==> src/rtl/mul_share_arbiter.sv <==
// -----------------------------------------------------------------------------
// mul_share_arbiter
//
// Shares one external fixed-latency multiplier among NREQ requesters.
// A round-robin arbiter picks one requester per cycle. Its operands go to the
// multiplier as a registered issue. A tag pipeline follows each issue's
// requester ID until the product comes back. Products and IDs are stored in a
// FIFO with a registered head.
//
// A credit counter (occ) counts every result that has been issued and not yet
// popped. Issue is allowed only while a credit is free. This is why the
// multiplier, which cannot be stalled, can never overflow the FIFO.
//
// Optional feature (macro MUL_SHARE_ARB_HIPRIO_EN):
//   defined   - requester 0 wins whenever it is valid, and its grants leave the
//               pointer where it is. Requesters 1..NREQ-1 round-robin.
//   undefined - plain round-robin over all NREQ requesters.
//
// Ports:
//   clk, rst_n            clock (rising edge), asynchronous active-low reset
//   req_valid/req_ready   per-requester handshake; req_ready is one-hot or zero
//   req_a/req_b           packed operands, requester i at [i*OP_W +: OP_W]
//   mul_en/mul_a/mul_b    registered operand issue to the multiplier
//   mul_res               product, valid MUL_LAT cycles after mul_en
//   rsp_valid/rsp_ready   result FIFO head handshake
//   rsp_data/rsp_id       product and originating requester
//   busy                  at least one result is issued and not yet popped
// -----------------------------------------------------------------------------
`timescale 1ns/1ps

module mul_share_arbiter #(
    parameter int NREQ       = 4,
    parameter int OP_W       = 10,
    parameter int RES_W      = 21,
    parameter int MUL_LAT    = 2,
    parameter int FIFO_DEPTH = 4
) (
    input  logic                    clk,
    input  logic                    rst_n,
    input  logic [NREQ-1:0]         req_valid,
    output logic [NREQ-1:0]         req_ready,
    input  logic [NREQ*OP_W-1:0]    req_a,
    input  logic [NREQ*OP_W-1:0]    req_b,
    output logic                    mul_en,
    output logic [OP_W-1:0]         mul_a,
    output logic [OP_W-1:0]         mul_b,
    input  logic [RES_W-1:0]        mul_res,
    output logic                    rsp_valid,
    input  logic                    rsp_ready,
    output logic [RES_W-1:0]        rsp_data,
    output logic [$clog2(NREQ)-1:0] rsp_id,
    output logic                    busy
);

    localparam int ID_W  = $clog2(NREQ);
    localparam int OCC_W = $clog2(FIFO_DEPTH + 1);
    localparam int PTR_W = (FIFO_DEPTH > 1) ? $clog2(FIFO_DEPTH) : 1;
    localparam int ENT_W = ID_W + RES_W;

    localparam logic [ID_W:0]    NREQ_C    = (ID_W+1)'(NREQ);
    localparam logic [ID_W-1:0]  LAST_ID   = ID_W'(NREQ - 1);
    localparam logic [OCC_W-1:0] OCC_FULL  = OCC_W'(FIFO_DEPTH);
    localparam logic [PTR_W-1:0] LAST_SLOT = PTR_W'(FIFO_DEPTH - 1);

`ifdef MUL_SHARE_ARB_HIPRIO_EN
    localparam logic HIPRIO = 1'b1;
`else
    localparam logic HIPRIO = 1'b0;
`endif

    // Advance a FIFO slot pointer with wrap at FIFO_DEPTH.
    function automatic logic [PTR_W-1:0] slot_inc(input logic [PTR_W-1:0] p);
        return (p == LAST_SLOT) ? PTR_W'(1'b0) : p + PTR_W'(1'b1);
    endfunction

    // Arbitration and issue
    logic [ID_W-1:0]  ptr_q, ptr_d;
    logic             grant_found_s;
    logic [ID_W-1:0]  grant_id_s;
    logic             allow_s, hs_s, pop_s;
    logic             mul_en_q;
    logic [OP_W-1:0]  mul_a_q, mul_b_q;
    logic [ID_W-1:0]  iss_id_q;

    // Tag pipeline
    logic             tag_vld_q [MUL_LAT];
    logic [ID_W-1:0]  tag_id_q  [MUL_LAT];

    // Credits
    logic [OCC_W-1:0] occ_q, occ_d;
    logic             busy_q;

    // Result FIFO
    logic [ENT_W-1:0] mem_q [FIFO_DEPTH];
    logic [PTR_W-1:0] rd_ptr_q, rd_ptr_d, wr_ptr_q, wr_ptr_d;
    logic [OCC_W-1:0] cnt_q, cnt_d, cnt_left_s;
    logic             wr_en_s;
    logic [ENT_W-1:0] wr_ent_s;
    logic             rsp_valid_q, rsp_valid_d;
    logic [ENT_W-1:0] head_q, head_d;

    // Pop is based only on registered state, so it can free a credit for
    // an issue in the same cycle without forming a combinational loop.
    assign pop_s   = rsp_valid_q && rsp_ready;
    assign allow_s = (occ_q < OCC_FULL) || pop_s;
    assign hs_s    = allow_s && grant_found_s;

    // Round-robin search from ptr upward, plus optional requester-0 override.
    always_comb begin
        logic [ID_W:0] cand_v;
        cand_v        = {(ID_W+1){1'b0}};
        grant_found_s = 1'b0;
        grant_id_s    = {ID_W{1'b0}};
        for (int k = 0; k < NREQ; k++) begin
            cand_v = {1'b0, ptr_q} + (ID_W+1)'(k);
            if (cand_v >= NREQ_C) begin
                cand_v = cand_v - NREQ_C;
            end else begin
                cand_v = cand_v;
            end
            if (!grant_found_s && req_valid[cand_v[ID_W-1:0]] &&
                !(HIPRIO && (cand_v == {(ID_W+1){1'b0}}))) begin
                grant_found_s = 1'b1;
                grant_id_s    = cand_v[ID_W-1:0];
            end else begin
                grant_found_s = grant_found_s;
            end
        end
        if (HIPRIO && req_valid[0]) begin
            grant_found_s = 1'b1;
            grant_id_s    = {ID_W{1'b0}};
        end else begin
            grant_id_s    = grant_id_s;
        end
    end

    // One-hot ready toward the granted requester, only when issue is allowed.
    always_comb begin
        req_ready = {NREQ{1'b0}};
        if (hs_s) begin
            req_ready[grant_id_s] = 1'b1;
        end else begin
            req_ready = {NREQ{1'b0}};
        end
    end

    // Next pointer: one past the winner. A high-priority requester-0 grant
    // does not move it.
    always_comb begin
        ptr_d = ptr_q;
        if (hs_s && !(HIPRIO && (grant_id_s == {ID_W{1'b0}}))) begin
            ptr_d = (grant_id_s == LAST_ID) ? {ID_W{1'b0}} : grant_id_s + ID_W'(1'b1);
        end else begin
            ptr_d = ptr_q;
        end
    end

    // Pointer and registered operand issue; operands hold when idle.
    always_ff @(posedge clk or negedge rst_n) begin
        if (!rst_n) begin
            ptr_q    <= {ID_W{1'b0}};
            mul_en_q <= 1'b0;
            mul_a_q  <= {OP_W{1'b0}};
            mul_b_q  <= {OP_W{1'b0}};
            iss_id_q <= {ID_W{1'b0}};
        end else begin
            ptr_q    <= ptr_d;
            mul_en_q <= hs_s;
            if (hs_s) begin
                mul_a_q  <= req_a[grant_id_s*OP_W +: OP_W];
                mul_b_q  <= req_b[grant_id_s*OP_W +: OP_W];
                iss_id_q <= grant_id_s;
            end
        end
    end

    // Tag pipeline aligned so the last stage coincides with the matching mul_res.
    always_ff @(posedge clk or negedge rst_n) begin
        if (!rst_n) begin
            for (int k = 0; k < MUL_LAT; k++) begin
                tag_vld_q[k] <= 1'b0;
                tag_id_q[k]  <= {ID_W{1'b0}};
            end
        end else begin
            tag_vld_q[0] <= mul_en_q;
            tag_id_q[0]  <= iss_id_q;
            for (int k = 1; k < MUL_LAT; k++) begin
                tag_vld_q[k] <= tag_vld_q[k-1];
                tag_id_q[k]  <= tag_id_q[k-1];
            end
        end
    end

    // Credit counter: a result issued and popped in the same cycle leaves occ unchanged.
    always_comb begin
        case ({hs_s, pop_s})
            2'b10:   occ_d = occ_q + OCC_W'(1'b1);
            2'b01:   occ_d = occ_q - OCC_W'(1'b1);
            default: occ_d = occ_q;
        endcase
    end

    // Credit counter and busy registers.
    always_ff @(posedge clk or negedge rst_n) begin
        if (!rst_n) begin
            occ_q  <= {OCC_W{1'b0}};
            busy_q <= 1'b0;
        end else begin
            occ_q  <= occ_d;
            busy_q <= (occ_d != {OCC_W{1'b0}});
        end
    end

    assign wr_en_s  = tag_vld_q[MUL_LAT-1];
    assign wr_ent_s = {tag_id_q[MUL_LAT-1], mul_res};

    // FIFO bookkeeping and next head. If a write lands in a FIFO that is empty
    // after this cycle's pop, the write bypasses straight into the head.
    always_comb begin
        cnt_left_s = pop_s ? (cnt_q - OCC_W'(1'b1)) : cnt_q;
        cnt_d      = wr_en_s ? (cnt_left_s + OCC_W'(1'b1)) : cnt_left_s;
        rd_ptr_d   = pop_s ? slot_inc(rd_ptr_q) : rd_ptr_q;
        wr_ptr_d   = wr_en_s ? slot_inc(wr_ptr_q) : wr_ptr_q;
        if (cnt_d == {OCC_W{1'b0}}) begin
            rsp_valid_d = 1'b0;
            head_d      = head_q;
        end else if (cnt_left_s == {OCC_W{1'b0}}) begin
            rsp_valid_d = 1'b1;
            head_d      = wr_ent_s;
        end else begin
            rsp_valid_d = 1'b1;
            head_d      = mem_q[rd_ptr_d];
        end
    end

    // FIFO storage: contents are qualified by cnt_q, so no reset is needed.
    always_ff @(posedge clk) begin
        if (wr_en_s) begin
            mem_q[wr_ptr_q] <= wr_ent_s;
        end
    end

    // FIFO pointers, count and registered head.
    always_ff @(posedge clk or negedge rst_n) begin
        if (!rst_n) begin
            rd_ptr_q    <= {PTR_W{1'b0}};
            wr_ptr_q    <= {PTR_W{1'b0}};
            cnt_q       <= {OCC_W{1'b0}};
            rsp_valid_q <= 1'b0;
            head_q      <= {ENT_W{1'b0}};
        end else begin
            rd_ptr_q    <= rd_ptr_d;
            wr_ptr_q    <= wr_ptr_d;
            cnt_q       <= cnt_d;
            rsp_valid_q <= rsp_valid_d;
            head_q      <= head_d;
        end
    end

    assign mul_en    = mul_en_q;
    assign mul_a     = mul_a_q;
    assign mul_b     = mul_b_q;
    assign rsp_valid = rsp_valid_q;
    assign rsp_data  = head_q[RES_W-1:0];
    assign rsp_id    = head_q[ENT_W-1:RES_W];
    assign busy      = busy_q;

endmodule
==> config.mk <==
export PLATFORM = sky130hd
export DESIGN_NAME = mul_share_arbiter
export DESIGN_NICKNAME = d
export VERILOG_FILES = /design/src/rtl/mul_share_arbiter.sv
export SDC_FILE = /design/constraint.sdc
export NUM_CORES = 1
export LEC_CHECK = 0
export BUFFER_PORTS_ARGS = -buffer_cell sky130_fd_sc_hd__buf_4
export CORE_MARGIN = 3
export CORE_UTILIZATION = 50
export DETAILED_ROUTE_END_ITERATION = 10
export MAX_ROUTING_LAYER = met4
export PLACE_DENSITY_LB_ADDON = 0.15
export RECOVER_POWER = 25
export SETUP_SLACK_MARGIN = 0.05
export SYNTH_ARGS = -nofsm -noshare
export SYNTH_HDL_FRONTEND = slang
export SYNTH_SLANG_ARGS = --single-unit
export TNS_END_PERCENT = 5
==> constraint.sdc <==
create_clock -name clk -period 3.15 [get_ports clk]
set_input_delay 0.4725 -clock clk [delete_from_list [all_inputs] [get_ports clk]]
set_output_delay 0.4725 -clock clk [all_outputs]
set_load 0.005 [all_outputs]
==> qor.csv, run 1 <==
stage;metric;value;unit
outcome;outcome;finished, final reports clean;
critical_path;start_kind;flip-flop;
critical_path;critPathSlowestCell;dfrtp_1;
timing;finalHoldViolations;0;
place;placed_cells;854;
timing;period_needed;2760;ps
place;dpl.hpwl;10.9;mm
place;place.gp.congestion;0.724;
grt;grt_pass1_wl;27.4;mm
timing;fin_crit_sh;87.5;%
cts;post_cts_buffers;0;
power_and_ir_drop;p_leak;0.00381;µW
critical_path;reg2reg_depth;10;
critical_path;ff2ff_setup_slack;390;ps
worst_hold_path;hold_path.class;in2async;
synth;synth_edf_count;92;
synth;synth_cells;535;
synth;synth_area_leaders;edfxtp_1 37%, dfrtp_1 22%, mux2i_1 5.5%;
critical_path;crit_buf_inv;2;
grt;grt_overflow;0;
critical_path;arrival;3100;ps
power_and_ir_drop;pwr-share-clk;20.4;%
critical_path;required;3500;ps
floorplanning;num_rows;44;
timing;fmax;363;MHz
layout;drive_above_1_share;40.6;%
cts;path_clk_slew;60;ps
critical_path;crit-reg2reg-capture;head_q[0];
routing;drt_first_pass_iters;5;
run;max_cap_viol_count;0;
layout;diodes;0;
timing;slew_violations;0;
synth;yosysTopAreaCellShare;36.7;%
timing;tns;0;ps
synth;yosys_warnings;0;
synth;netlist-cell-type-count;55;
floorplanning;ioPinCount;158;
cts;cts_resized;0;
synth;ys_seq_area_share;58.7;%
synth;synth_area_per_cell;14.1;µm²
layout;syn_to_final_growth;23.2;%
synth;syn-num-nets;657;
timing;skew;14.1;ps
routing;routed_wirelength;17.3;mm
floorplanning;dieHeight;129;µm
routing;wire_per_inst;19.5;µm
grt;grt_pass1_vias;5423;
critical_path;crit_type;reg2reg;
layout;fillCellCount;1134;
power_and_ir_drop;intPower;6430;µW
power_and_ir_drop;comb_power_share;45.5;%
cts;holdBufCountCts;0;
cts;h-tree-depth;4;
routing;vias_per_cell;5.58;
power_and_ir_drop;pwr_density_cell;1090;nW/µm²
timing;tightest_slew;891;ps
floorplanning;start_util;51.4;%
routing;vias;4945;
cts;cts.sinks;158;
timing;slew_headroom;40.6;%
grt;grt_usage;22.1;%
critical_path;critPathMaxStageDelay;390;ps
critical_path;cp_max_fo;14;
floorplanning;dieWidth;129;µm
power_and_ir_drop;p_sw_share;36.4;%
floorplanning;core;14600;µm²
cts;cts_tree;built;
synth;synth_seq_cells;158;
critical_path;crit_chain;inv_1 > ha_1 > o21ai_0 > ha_1 > nand2b_1 > a21oi_1 > o21a_4 > buf_4 > a21oi_1 > a21oi_1;
cts;numCtsBuffers;17;
cts;clock-root-buffer;clkbuf_16;
power_and_ir_drop;p_seq_share;34.0;%
timing;setup_viol;0;
layout;finalNonFillerCells;886;
grt;grt_max_degree;67;
synth;yosysTopAreaCell;edfxtp_1;
routing;antenna_left;0;
floorplanning;dieArea;16600;µm²
routing;route.detailed.drc;0;
synth;syn_area;7520;µm²
layout;fin_nets;811;
cts;cts_buffer_depth;2;
critical_path;end_kind;flip-flop;
place;io_buffers;157;
critical_path;crit_family;compound AO/OA/AOI/OAI gates;
grt;antenna_found_initial;0;
routing;drt_iter0_drc;293;
timing;rsz0062_at_grt;false;
synth;synthArstFlopShare;41.8;%
synth;ys.flop_type;edfxtp_1;
power_and_ir_drop;peakVddDrop;0.556;mV
power_and_ir_drop;p_switching;3680;µW
critical_path;worstReg2RegStart;cnt_q[0];
critical_path;cpMostUsedCell;a21oi_1;
cts;insertion_delay;420;ps
-- Yosys cell counts (9+ instances only) --
master,number
edfxtp_1,92
dfrtp_1,66
mux2i_1,41
a21oi_2,40
nand2_1,34
a211o_1,23
and3_1,23
o211ai_1,22
o221ai_2,19
mux2_2,18
nor2_1,18
inv_1,14
ha_1,13
and2_1,10
clkbuf_1,10
nor2_2,9
-- cell type report --
class | count | area [µm²] | share of cell area (%)
flip-flops and latches | 158 | 4410 | 47.6
multi-input cells | 322 | 2730 | 29.4
repair buffers | 171 | 1220 | 13.1
clock buffers | 20 | 457 | 4.93
well taps | 184 | 230 | 2.48
clock inverters | 12 | 143 | 1.54
inverters | 19 | 81.3 | 0.878
-- sequential cells by signal, summed over array words and instances (netlist names) --
signal     flops
mul_a         10
occ_q          3
tag_vld_q      1
rd_ptr_q       2
ptr_q          2
busy           1
iss_id_q       2
tag_id_q       4
wr_en_s        1
mem_q         92
rsp_valid      1
wr_ptr_q       2
mul_en         1
head_q        23
mul_b         10
cnt_q          3
-- worst max path at each step --
stage | start | slack [ps] | end | cells past startpoint
floorplan | req_valid[0] | 490 | busy | 11
global placement | cnt_q[0] | 660 | head_q[0] | 10
detailed placement | cnt_q[0] | 520 | head_q[0] | 10
CTS | cnt_q[0] | 400 | head_q[0] | 10
global route | cnt_q[0] | 230 | head_q[0] | 10
finish | cnt_q[0] | 390 | head_q[0] | 10
-- per-layer routing --
layer	vias up	track usage, %	wire [µm]
li1	2316	-	-
met1	2432	27.6	7130
met2	172	34.5	8700
met3	25	5.89	1130
met4	0	8.52	299
met5	-	-	0
-- layout by cell type, fill, tap and decap left out, types with 3 or more instances in the layout --
master     instances
mux2i_1           41
o21ai_0            6
a211o_1           23
o221ai_2          19
clkbuf_16         17
ha_1              13
nand2_1           34
nor2_2             9
edfxtp_1          92
mux2_2            18
and3_1            23
mux2_1             4
a21oi_1            7
a21oi_2           40
buf_4            149
dfrtp_1           66
bufinv_16          3
and2_1            10
clkbuf_1          22
clkinv_2           5
xnor2_1            3
o211ai_1          22
nor2_1            18
inv_2              3
inv_1             14
-- kinds of logic (layout without fill, tap and decap cells) --
kind of cell | count (synthesis) | after routing | synth area share, %
multiplexers | 64 | 64 | 9.05
flip-flops | 158 | 158 | 58.7
buffers and inverters | 55 | 222 | 5.12
XOR/XNOR | 6 | 6 | 0.915
adder cells (fa/ha/maj) | 14 | 14 | 2.43
AND/OR/NAND/NOR | 106 | 106 | 7.45
AO/OA/AOI/OAI | 132 | 132 | 16.4
-- metrics by stage --
step / power [µW] / area, µm² / worst slack, ps / util, % / hold slack, ps
4_1_cts: 10200 / 9350 / 401 / 63.8 / 212
3_3_place_gp: 7960 / 8750 / 660 / 59.7 / 335
3_5_place_dp: 8120 / 8750 / 518 / 59.7 / 340
6_report: 10100 / 9270 / 394 / 63.3 / 170
5_1_grt: 10700 / 9270 / 226 / 63.3 / 241
2_1_floorplan: 6800 / 7520 / 494 / - / 177
-- power by group through the flow --
stage	Clock, µW	Combinational [µW]	Sequential [µW]
floorplan	0	3390	3410
global placement	0	4520	3440
detailed placement	0	4650	3470
CTS	2100	4680	3450
global route	2180	5040	3530
finish	2060	4600	3440
Note: power is estimated with default switching activity, not from simulation.
==> inputs of run 2 (changes only) <==
- CORE_UTILIZATION: 50 -> 55
==> run 2 against run 1 <==
Die area decreased by 8.7%. Global-route usage is 2.6 points higher. Total power fell by 1.1%. Clock power fell by 5%. Worst setup slack better by 67 ps. Hold slack got worse by 10 ps. Combinational power about the same. First-iteration DRC count rose by 46%. Largest cell class unchanged. Utilization grew 6.1 points. Via count grew 1.2%. Design area fell by 0.51%. Critical path type unchanged.
==> qor.csv, run 2 (synthesis results as in run 1) <==
stage;metric;value;unit;change
critical_path;ff2ff_setup_slack;460;ps;was 390 ps
routing;routed_wirelength;17.3;mm;about the same
floorplanning;core;13300;µm²;was 14600 µm²
timing;finalHoldViolations;0;;unchanged
routing;drt_iter0_drc;429;;was 293
timing;setup_viol;0;;unchanged
critical_path;reg2reg_depth;10;;unchanged
place;dpl_cell_area;8730;µm²;was 8750 µm²
floorplanning;ioPinCount;158;;unchanged
power_and_ir_drop;pwr_density_cell;1080;nW/µm²;was 1090 nW/µm²
run;max_cap_viol_count;0;;unchanged
grt;grt_pass1_wl;27.4;mm;about the same
grt;grt_max_degree;67;;unchanged
cts;post_cts_buffers;0;;unchanged
critical_path;worstReg2RegStart;cnt_q[0];;unchanged
floorplanning;dieWidth;123;µm;was 129 µm
timing;period_needed;2690;ps;was 2760 ps
outcome;outcome;finished, final reports clean;;unchanged
layout;largest-register;mem_q;;unchanged
floorplanning;start_util;56.6;%;was 51.4%
worst_hold_path;hold_path.class;in2async;;unchanged
cts;h-tree-depth;4;;unchanged
routing;vias_per_cell;5.69;;was 5.58
timing;tightest_slew;889;ps;was 891 ps
layout;stdcell_area;9220;µm²;was 9270 µm²
routing;vias;5003;;was 4945
routing;wire_per_inst;19.7;µm;was 19.5 µm
critical_path;cp_max_fo;15;;was 14
cts;clock-root-buffer;clkbuf_16;;unchanged
layout;largest_reg_flops;92;;unchanged
critical_path;required;3500;ps;about the same
floorplanning;dieHeight;123;µm;was 129 µm
grt;grt_usage;24.6;%;was 22.1%
cts;path_clk_slew;60;ps;about the same
timing;skew;9.90;ps;was 14.1 ps
place;dp_slack;511;ps;was 518 ps
critical_path;arrival;3040;ps;was 3100 ps
grt;antenna_found_initial;0;;unchanged
cts;numCtsBuffers;17;;unchanged
timing;fmax;372;MHz;was 363 MHz
timing;rsz0062_at_grt;false;;unchanged
cts;insertion_delay;420;ps;about the same
layout;fin_nets;812;;was 811
critical_path;crit-reg2reg-capture;head_q[19];;was head_q[0]
routing;route.detailed.drc;0;;unchanged
timing;fin_crit_sh;85.4;%;was 87.5%
place;io_buffers;157;;unchanged
place;place.gp.congestion;0.849;;was 0.724
layout;final_cell_mix;151 x buf_4, 92 x edfxtp_1, 66 x dfrtp_1, 41 x mux2i_1, 40 x a21oi_2;;was 149 x buf_4, 92 x edfxtp_1, 66 x dfrtp_1, 41 x mux2i_1, 40 x a21oi_2
cts;cts_tree;built;;unchanged
critical_path;end_kind;flip-flop;;unchanged
layout;top_regs;mem_q (92), head_q (23);;unchanged
cts;cts_buffer_depth;2;;unchanged
critical_path;crit_type;reg2reg;;unchanged
layout;finalNonFillerCells;879;;was 886
grt;grt_overflow;0;;unchanged
layout;syn_to_final_growth;22.5;%;was 23.2%
cts;cts_resized;0;;unchanged
cts;cts.sinks;158;;unchanged
place;placed_cells;847;;was 854
power_and_ir_drop;peakVddDrop;0.522;mV;was 0.556 mV
timing;setup_ws;461;ps;was 394 ps
cts;holdBufCountCts;0;;unchanged
timing;slew_violations;0;;unchanged
critical_path;start_kind;flip-flop;;unchanged
layout;diodes;0;;unchanged
floorplanning;num_rows;42;;was 44
timing;tns;0;ps;unchanged
layout;final_common_cell;buf_4;;unchanged
routing;antenna_left;0;;unchanged
place;dpl.hpwl;11.3;mm;was 10.9 mm
power_and_ir_drop;p_leak;0.00380;µW;was 0.00381 µW
grt;grt_pass1_vias;5345;;was 5423
timing;slew_headroom;40.8;%;was 40.6%
floorplanning;dieArea;15100;µm²;was 16600 µm²
routing;drt_first_pass_iters;5;;unchanged
layout;drive_above_1_share;40.4;%;was 40.6%
## run 2: worst max path at each step
stage / startpoint / to / slack, ps / cells past startpoint
after CTS: cnt_q[0] / head_q[19] / 470 / 10
after detailed placement: cnt_q[0] / head_q[17] / 510 / 10
after floorplan: req_valid[0] / busy / 490 / 11
final: cnt_q[0] / head_q[19] / 460 / 10
after global placement: cnt_q[0] / head_q[14] / 660 / 10
after global routing: cnt_q[0] / head_q[11] / 320 / 10
## run 2: per-stage QoR
step | util, % | power, µW | hold WS [ps]
4_1_cts | 69.9 | 10100 | 217
6_report | 69.3 | 10000 | 159
3_3_place_gp | 65.7 | 7930 | 334
5_1_grt | 69.3 | 10600 | 236
2_1_floorplan | - | 6800 | 177
3_5_place_dp | 65.7 | 8120 | 336
## run 2: metal layers
metal / vias to the layer above / track usage (%) / share of wire, % / wire [µm]
li1: 2309 / - / - / -
met5: - / - / 0 / 0
met2: 220 / 40.1 / 50 / 8660
met4: 0 / 9.10 / 1.6 / 283
met1: 2451 / 30.2 / 41 / 7080
met3: 23 / 5.86 / 7.3 / 1270
## run 2: area by class of cell
class,instances,area [µm²]
Inverter,19,81.3
Fill cell,932,4080
Timing Repair Buffer,172,1210
Clock inverter,6,57.6
Multi-Input combinational cell,322,2730
Clock buffer,26,509
Tap cell,176,220
Sequential cell,158,4410
## run 2: report_power, final
group	switching, µW	leakage (µW)	internal, µW
clock network	766	0.000280	1190
registers	391	0.00163	3070
logic	2510	0.00189	2060
## run 2: critical path: stages (launching register included)
cell	delay [ps]
dfrtp_1	400
inv_1	60
ha_1	310
o21ai_0	370
ha_1	310
nand2b_1	160
a21oi_1	170
o21a_4	340
buf_4	290
a21oi_2	60
a21oi_2	160
==> inputs of run 3 (changes only) <==
- CELL_PAD_IN_SITES_DETAIL_PLACEMENT: default -> 1
- CELL_PAD_IN_SITES_GLOBAL_PLACEMENT: default -> 1
- CORE_UTILIZATION: 55 -> 45
==> run 3 against run 2 <==
Hold slack improved by 30 ps. Die area grew 21%. Sequential share of layout area down 0.59 points. Critical path depth unchanged. Design area increased by 1.2%. First-iteration DRC count is 44% lower. Routed wire length up 14%. Utilization is 11 points lower. Cell count rose by 4.6%. Highest routed layer unchanged.
==> qor.csv, run 3 (synthesis results as in run 1) <==
stage;metric;value;unit;change
floorplanning;dieHeight;135;µm;was 123 µm
layout;largest-register;mem_q;;unchanged
timing;skew;8.05;ps;was 9.90 ps
timing;setup_viol;0;;unchanged
place;place.gp.congestion;0.747;;was 0.849
critical_path;cpMostUsedCell;a21oi_1;;
timing;period_needed;2760;ps;was 2690 ps
grt;antenna_found_initial;0;;unchanged
layout;fin_util;57.9;%;was 69.3%
floorplanning;num_rows;46;;was 42
timing;slew_violations;0;;unchanged
layout;fin_nets;812;;unchanged
cts;numCtsBuffers;17;;unchanged
power_and_ir_drop;intPower;6510;µW;was 6320 µW
grt;grt_max_degree;67;;unchanged
timing;fin_crit_sh;87.5;%;was 85.4%
layout;finalNonFillerCells;919;;was 879
cts;post_cts_buffers;0;;unchanged
cts;cts.sinks;158;;unchanged
worst_hold_path;hold_path.class;in2async;;unchanged
power_and_ir_drop;pwr_density_cell;1110;nW/µm²;was 1080 nW/µm²
routing;routed.top_layer;met4;;unchanged
critical_path;required;3490;ps;was 3500 ps
power_and_ir_drop;comb_power_share;46.0;%;was 45.8%
cts;holdBufCountCts;0;;unchanged
cts;insertion_delay;420;ps;about the same
floorplanning;start_util;46.7;%;was 56.6%
routing;vias_per_cell;5.54;;was 5.69
timing;fmax;363;MHz;was 372 MHz
power_and_ir_drop;p_sw_share;37.2;%;was 36.7%
layout;syn_to_final_growth;24.1;%;was 22.5%
timing;slew_headroom;37.8;%;was 40.8%
cts;path_clk_slew;60;ps;about the same
power_and_ir_drop;p_switching;3860;µW;was 3670 µW
critical_path;arrival;3100;ps;was 3040 ps
cts;cts_resized;0;;unchanged
timing;rsz0062_at_grt;false;;unchanged
routing;met3_wirelength;941;µm;was 1.27 mm
cts;cts_tree;built;;unchanged
grt;grt_usage;22.9;%;was 24.6%
critical_path;crit_family;compound AO/OA/AOI/OAI gates;;unchanged
layout;drive_above_1_share;40.3;%;was 40.4%
routing;antenna_left;0;;unchanged
routing;route.detailed.drc;0;;unchanged
routing;wl_met1;8.15;mm;was 7.08 mm
place;dp_slack;424;ps;was 511 ps
layout;diodes;0;;unchanged
layout;largest_reg_flops;92;;unchanged
critical_path;crit_chain;inv_1 > ha_1 > o21ai_0 > ha_1 > nand2b_1 > a21oi_1 > o21a_4 > buf_4 > a21oi_1 > a21oi_1;;was inv_1 > ha_1 > o21ai_0 > ha_1 > nand2b_1 > a21oi_1 > o21a_4 > buf_4 > a21oi_2 > a21oi_2
critical_path;cp_max_fo;15;;unchanged
power_and_ir_drop;p_seq_share;33.5;%;was 34.7%
run;max_cap_viol_count;0;;unchanged
place;placed_cells;887;;was 847
routing;drt_first_pass_iters;4;;was 5
critical_path;reg2reg_depth;10;;unchanged
layout;final_cell_mix;149 x buf_4, 92 x edfxtp_1, 66 x dfrtp_1, 41 x mux2i_1, 40 x a21oi_2;;was 151 x buf_4, 92 x edfxtp_1, 66 x dfrtp_1, 41 x mux2i_1, 40 x a21oi_2
power_and_ir_drop;pwr-share-clk;20.5;%;was 19.5%
cts;cts_buffer_depth;2;;unchanged
timing;finalHoldViolations;0;;unchanged
routing;drt_iter0_drc;241;;was 429
grt;grt_pass1_vias;5752;;was 5345
grt;grt_overflow;0;;unchanged
layout;final_common_cell;buf_4;;unchanged
power_and_ir_drop;p_leak;0.00382;µW;was 0.00380 µW
place;dpl.hpwl;12.8;mm;was 11.3 mm
timing;setup_ws;394;ps;was 461 ps
routing;route.met2.wl;10.4;mm;was 8.66 mm
critical_path;crit_type;reg2reg;;unchanged
floorplanning;dieWidth;135;µm;was 123 µm
critical_path;start_kind;flip-flop;;unchanged
critical_path;critPathSlowestCell;dfrtp_1;;unchanged
floorplanning;ioPinCount;158;;unchanged
grt;grt_pass1_wl;31.1;mm;was 27.4 mm
timing;tns;0;ps;unchanged
cts;h-tree-depth;4;;unchanged
floorplanning;core;16100;µm²;was 13300 µm²
critical_path;end_kind;flip-flop;;unchanged
routing;wire_per_inst;21.5;µm;was 19.7 µm
floorplanning;dieArea;18300;µm²;was 15100 µm²
critical_path;crit_buf_inv;2;;unchanged
critical_path;crit_cells;10;;unchanged
outcome;outcome;finished, final reports clean;;unchanged
routing;routed_wirelength;19.7;mm;was 17.3 mm
cts;clock-root-buffer;clkbuf_16;;unchanged
routing;vias;5091;;was 5003
critical_path;critPathMaxStageDelay;400;ps;about the same
place;io_buffers;157;;unchanged
timing;tightest_slew;933;ps;was 889 ps
layout;top_regs;mem_q (92), head_q (23);;unchanged
power_and_ir_drop;peakVddDrop;0.546;mV;was 0.522 mV
==> run 3: worst paths after layout <==
| check | start | endpoint | slack [ps] |
|---|---|---|---|
| min reg2reg | tag_vld_q[1] | wr_en_s | 350 |
| min | rst_n | head_q[14] | 190 |
| max reg2reg | cnt_q[0] | head_q[0] | 390 |
| min in group clk | tag_vld_q[1] | wr_en_s | 350 |
| max | cnt_q[0] | head_q[0] | 390 |
| max in group asynchronous | rst_n | wr_ptr_q[1] | 2360 |
==> run 3: stage by stage <==
stage	total power [µW]	cell area, µm²	hold slack, ps
6_report	10400	9340	190
5_1_grt	11000	9340	259
4_1_cts	10500	9410	218
3_5_place_dp	8310	8810	336
3_3_place_gp	8050	8810	335
2_1_floorplan	6800	7520	177
==> run 3: layout make-up <==
class / instances / area [µm²]
Fill cell: 1657 / 6780
Sequential cell: 158 / 4410
Multi-Input combinational cell: 322 / 2730
Timing Repair Buffer: 172 / 1240
Clock buffer: 25 / 495
Tap cell: 216 / 270
Clock inverter: 7 / 111
Inverter: 19 / 81.3
==> run 3: power groups by stage <==
stage               logic [µW]  registers, µW  clock network, µW
floorplan                 3390           3410                  0
global placement          4590           3450                  0
detailed placement        4810           3500                  0
CTS                       4860           3480               2150
global route              5210           3550               2250
finish                    4770           3470               2130
==> run 3: metal layers <==
| metal | vias to the layer above | track usage, % |
|---|---|---|
| met5 | - | - |
| met4 | 0 | 5.77 |
| met3 | 20 | 5.05 |
| met2 | 159 | 40.2 |
| met1 | 2605 | 27.0 |
| li1 | 2307 | - |
